<file path="src/rtl/stoch_frame_sng.sv">
// stoch_frame_sng: stochastic number generator stage fed by an LFSR tap.
// Converts a binary probability (latched on START) into a unipolar
// bitstream of 2^FRAME_BITS bits by comparing it against one random word
// per clock, and counts the ones emitted in the frame.
// Ports:
//   TRIG       clock, rising edge
//   RESET      asynchronous reset, active-high
//   START      frame request, accepted in IDLE or DONE
//   ABORT      terminate a running frame (ignored outside RUN)
//   PROB       probability p, encodes p/2^WIDTH, latched when START accepted
//   RAND       random word, consumed every clock in RUN
//   BIT_OUT    registered stochastic bit
//   BIT_VALID  BIT_OUT carries a frame bit
//   BUSY       frame running
//   DONE       one-cycle pulse after a frame completes normally
//   ONES       ones counted in the current / last frame
module stoch_frame_sng #(
   parameter int unsigned WIDTH      = 8,
   parameter int unsigned FRAME_BITS = 8
) (
   input  logic                  TRIG,
   input  logic                  RESET,
   input  logic                  START,
   input  logic                  ABORT,
   input  logic [WIDTH-1:0]      PROB,
   input  logic [WIDTH-1:0]      RAND,
   output logic                  BIT_OUT,
   output logic                  BIT_VALID,
   output logic                  BUSY,
   output logic                  DONE,
   output logic [FRAME_BITS:0]   ONES
);

   localparam int unsigned ONES_W = FRAME_BITS + 1;
   localparam logic [FRAME_BITS-1:0] CNT_LAST = '1;

   typedef enum logic [1:0] {
      S_IDLE = 2'd0,
      S_RUN  = 2'd1,
      S_DONE = 2'd2
   } state_t;

   state_t                state_q, state_d;
   logic [WIDTH-1:0]      p_q, p_d;
   logic [FRAME_BITS-1:0] cnt_q, cnt_d;
   logic [ONES_W-1:0]     ones_d;
   logic                  bit_d, valid_d, busy_d, done_d;
   logic                  hit;

   // Stochastic comparison: one with probability p/2^WIDTH for uniform RAND
   assign hit = (RAND < p_q);

   // Next-state and registered-output logic
   always_comb begin
      state_d = state_q;
      p_d     = p_q;
      cnt_d   = cnt_q;
      ones_d  = ONES;
      bit_d   = BIT_OUT;
      valid_d = 1'b0;
      done_d  = 1'b0;

      case (state_q)
         S_IDLE: begin
            if (START) begin
               p_d     = PROB;
               cnt_d   = '0;
               ones_d  = '0;
               state_d = S_RUN;
            end
         end

         S_RUN: begin
            // Abort wins over frame end; partial count is kept
            if (ABORT) begin
               state_d = S_IDLE;
            end else begin
               bit_d   = hit;
               valid_d = 1'b1;
               ones_d  = ONES + ONES_W'(hit);
               cnt_d   = cnt_q + FRAME_BITS'(1);
               if (cnt_q == CNT_LAST) begin
                  state_d = S_DONE;
               end
            end
         end

         S_DONE: begin
            // Pulse DONE on leaving; START here chains the next frame
            done_d = 1'b1;
            if (START) begin
               p_d     = PROB;
               cnt_d   = '0;
               ones_d  = '0;
               state_d = S_RUN;
            end else begin
               state_d = S_IDLE;
            end
         end

         default: begin
            state_d = S_IDLE;
         end
      endcase

      busy_d = (state_d == S_RUN);
   end

   // State and output registers
   always_ff @(posedge TRIG or posedge RESET) begin
      if (RESET) begin
         state_q   <= S_IDLE;
         p_q       <= '0;
         cnt_q     <= '0;
         ONES      <= '0;
         BIT_OUT   <= 1'b0;
         BIT_VALID <= 1'b0;
         BUSY      <= 1'b0;
         DONE      <= 1'b0;
      end else begin
         state_q   <= state_d;
         p_q       <= p_d;
         cnt_q     <= cnt_d;
         ONES      <= ones_d;
         BIT_OUT   <= bit_d;
         BIT_VALID <= valid_d;
         BUSY      <= busy_d;
         DONE      <= done_d;
      end
   end

endmodule
</file>
<file path="config.mk">
export PLATFORM = sky130hd
export DESIGN_NAME = stoch_frame_sng
export DESIGN_NICKNAME = d
export VERILOG_FILES = /design/src/rtl/stoch_frame_sng.sv
export SDC_FILE = /design/constraint.sdc
export NUM_CORES = 1
export LEC_CHECK = 0
export BUFFER_PORTS_ARGS = -buffer_cell sky130_fd_sc_hd__buf_2
export CAP_MARGIN = 20
export CORE_MARGIN = 2
export CORE_UTILIZATION = 57
export CTS_BUF_LIST = sky130_fd_sc_hd__clkbuf_8 sky130_fd_sc_hd__clkbuf_16
export CTS_CLUSTER_DIAMETER = 60
export DETAILED_ROUTE_END_ITERATION = 7
export PLACE_DENSITY = 0.83
export SETUP_SLACK_MARGIN = 0.02
export SYNTH_ARGS = -nofsm -noshare
export SYNTH_HDL_FRONTEND = slang
export SYNTH_SLANG_ARGS = --single-unit
</file>
<file path="constraint.sdc">
create_clock -name TRIG -period 3 [get_ports TRIG]
set_input_delay 0.6 -clock TRIG [delete_from_list [all_inputs] [get_ports TRIG]]
set_output_delay 0.6 -clock TRIG [all_outputs]
set_load 0.01 [all_outputs]
</file>
==> flow_metrics.tcl <==
set metrics [dict create \
    status "complete, no violations" \
    power_density_nw_per_um2 599 \
    reg2reg_depth 10 \
    slew_headroom_pct 43.3 \
    gp_congestion 0.877 \
    worst_pin_slew_ps 850 \
    seq_area_um2 776 \
    synth_cells 147 \
    synth_area_leader_cell "dfrtp_1" \
    die_y_um 55.6 \
    hold_viol_final 0 \
    p_clk_share_pct 32.7 \
    dieWidth_um 55.6 \
    cts_tree "yes" \
    fin_crit_ps 2260 \
    peakVddDrop_mv 0.447 \
    drt-initial-drc-count 34 \
    nFillCells 190 \
    overflow 0 \
    yosys_most_used_dff "dfrtp_1" \
    finalSetupViolCount 0 \
    grt_use_total_pct 22.2 \
    cts-root-buf "clkbuf_8" \
    core-area_um2 2500 \
    drcViolationCount 0 \
    criticalPathCategory "in -> reg" \
    areaGrowthSynthToFinish_pct 18.2 \
    rsz0062_at_grt "false" \
    antenna_found_initial 0 \
    synth_edf_count 0 \
    leakage_nw 0.941 \
    insertion_delay_ps 280 \
    r2r_setup_slack_ps 800 \
    syn_nets 177 \
    diodes 0 \
    crit-reg2reg-launch "p_q[2]$_DFFE_PP0P_" \
    hp-class "in -> async" \
    hpwlAfterDp_mm 2.00 \
    cts_resized 0 \
    ant_nets 0 \
    internal-power_uw 773 \
    period_share_pct 75.3 \
    die-area_um2 3100 \
    finClkSkew_ps 3.44 \
    synth_top_area_share_pct 51.0 \
    ys_ff_latch 31 \
    arrival_ps 2420 \
    h-tree-depth 2 \
    cts_buffers 5 \
    synth_most_common_cell "dfrtp_1" \
    yosys_warnings 0 \
    io-pin-count 33 \
    maxCapViolCount 0 \
    multi_input_area_um2 678 \
    layout-drive-gt1-share_pct 25.1 \
    clockBufferDepth 2 \
    num_vias 1164 \
    synth-async-reset-ratio_pct 100 \
    final_max_slew_viol_count 0 \
    post_cts_buffers 0 \
    ys_types 32 \
    holdBufCountCts 0 \
    grt_max_degree 32 \
    synthTopCellsByArea "dfrtp_1 51%, ha_1 8.2%, xor2_1 5.2%" \
    seq_area_frac_synth_pct 51.0 \
    routed_via_density 5.46 \
    totalPowerFinal_mw 1.08 \
    r2r_end "ONES[8]$_DFFE_PP0P_" \
    synth_area_um2 1520 \
    clock_sinks 31 \
    startpoint_type "input port" \
    switching_share_pct 28.2 \
    power_switching_uw 303 \
    synth.avg_cell_area_um2 10.3 \
    crit_fanout 4 \
    final_nets 212 \
    endpoint_kind "register" \
    preCtsSetupSlack_ps 460 \
    wl_per_cell_um 13.7 \
    grt_pass1_wl_mm 5.26 \
    synthTopCellsByCount "31 x dfrtp_1, 19 x nand2_1, 12 x nor2_1, 12 x o21ai_0, 10 x ha_1" \
    rows 18 \
    path_clk_slew_ps 60 \
    start_util_pct 60.8 \
    grt_pass1_vias 1224 \
    seqPwrFrac_pct 46.8 \
    combPwrFrac_pct 20.5 \
    fmax_mhz 443 \
    setup_tns_ps 0 \
    first_pass_iters 5 \
    port_buffers 32 \
    drt-total-wl_mm 2.91 \
    fin_ws_ps 742 \
    crit_required_ps 3160 \
]
==> critical path, cell delays in order <==
cell	delay (ps)
buf_2	100
ha_1	300
a211o_1	290
a31oi_1	140
o311a_1	190
ha_1	180
ha_1	240
nand3_2	100
o211ai_1	180
o31ai_1	100
==> layer usage <==
metal | track usage, % | vias up | routed length [um]
met1 | 27.0 | 539 | 1250
li1 | - | 576 | -
met4 | 10.1 | 0 | 56
met5 | 0 | - | 0
met3 | 7.44 | 8 | 217
met2 | 35.7 | 41 | 1380
==> placed cells by master, fill, tap and decap left out, types with 2 or more instances in the layout <==
master and count:
and3_1 3, nor2_1 12, nand3_1 8, buf_2 32, nand2b_1 2, and2_1 3
o21ai_0 12, nand2_1 19, ha_1 10, inv_1 9, buf_4 2, nand4_1 4
xor2_1 9, and4_1 3, clkbuf_8 7, dfrtp_1 31, mux2_2 2, a41oi_1 2
==> registers in the layout, indices dropped and copies added, names as in the netlist <==
signal     flops
BIT_OUT        1
BIT_VALID      1
BUSY           1
DONE           1
ONES           9
cnt_q          8
p_q            8
state_q        2
==> how the worst max path moves through the flow <==
stage / startpoint / endpoint / slack, ps / cells after the start
after floorplan: RAND[2] / ONES[8]$_DFFE_PP0P_ / 740 / 9
after global placement: RAND[2] / ONES[8]$_DFFE_PP0P_ / 540 / 10
after detailed placement: RAND[2] / ONES[8]$_DFFE_PP0P_ / 460 / 10
after CTS: RAND[2] / ONES[8]$_DFFE_PP0P_ / 740 / 10
after global routing: RAND[2] / ONES[8]$_DFFE_PP0P_ / 560 / 10
final: RAND[2] / ONES[8]$_DFFE_PP0P_ / 740 / 10
==> power groups by stage <==
stage                     registers [mW]  clock network (mW)  logic (mW)
after floorplan                    0.515                   0       0.143
after global placement             0.508                   0       0.206
after detailed placement           0.511                   0       0.220
after CTS                          0.504               0.364       0.225
after global routing               0.511               0.381       0.255
final                              0.504               0.352       0.220
==> cell type report <==
class / count / share of cell area, %
clock buffer: 7 / 5.36
clock inverter: 1 / 0.209
inverter: 8 / 1.67
multi-input combinational: 102 / 37.7
sequential: 31 / 43.2
tap: 30 / 2.09
timing repair buffer: 34 / 9.75
==> cells by family (layout without fill, tap and decap cells) <==
group | after synthesis | in the layout | synth area share (%)
AO/OA/AOI/OAI | 21 | 21 | 8.56
XOR/XNOR | 10 | 10 | 5.76
adder cells (fa/ha/maj) | 10 | 10 | 8.23
buffers and inverters | 14 | 50 | 4.36
flip-flops | 31 | 31 | 51.0
multiplexers | 2 | 2 | 1.48
AND/OR/NAND/NOR | 59 | 59 | 20.6
==> through the flow <==
stage	instance area, um^2	instances	util [%]	hold WS (ps)
floorplan	1520	147	-	447
global placement	1700	205	67.9	461
detailed placement	1700	205	67.9	465
CTS	1800	213	71.9	392
global route	1800	213	71.9	419
finish	1800	213	71.9	386
Power figures use the tool's default switching activity.
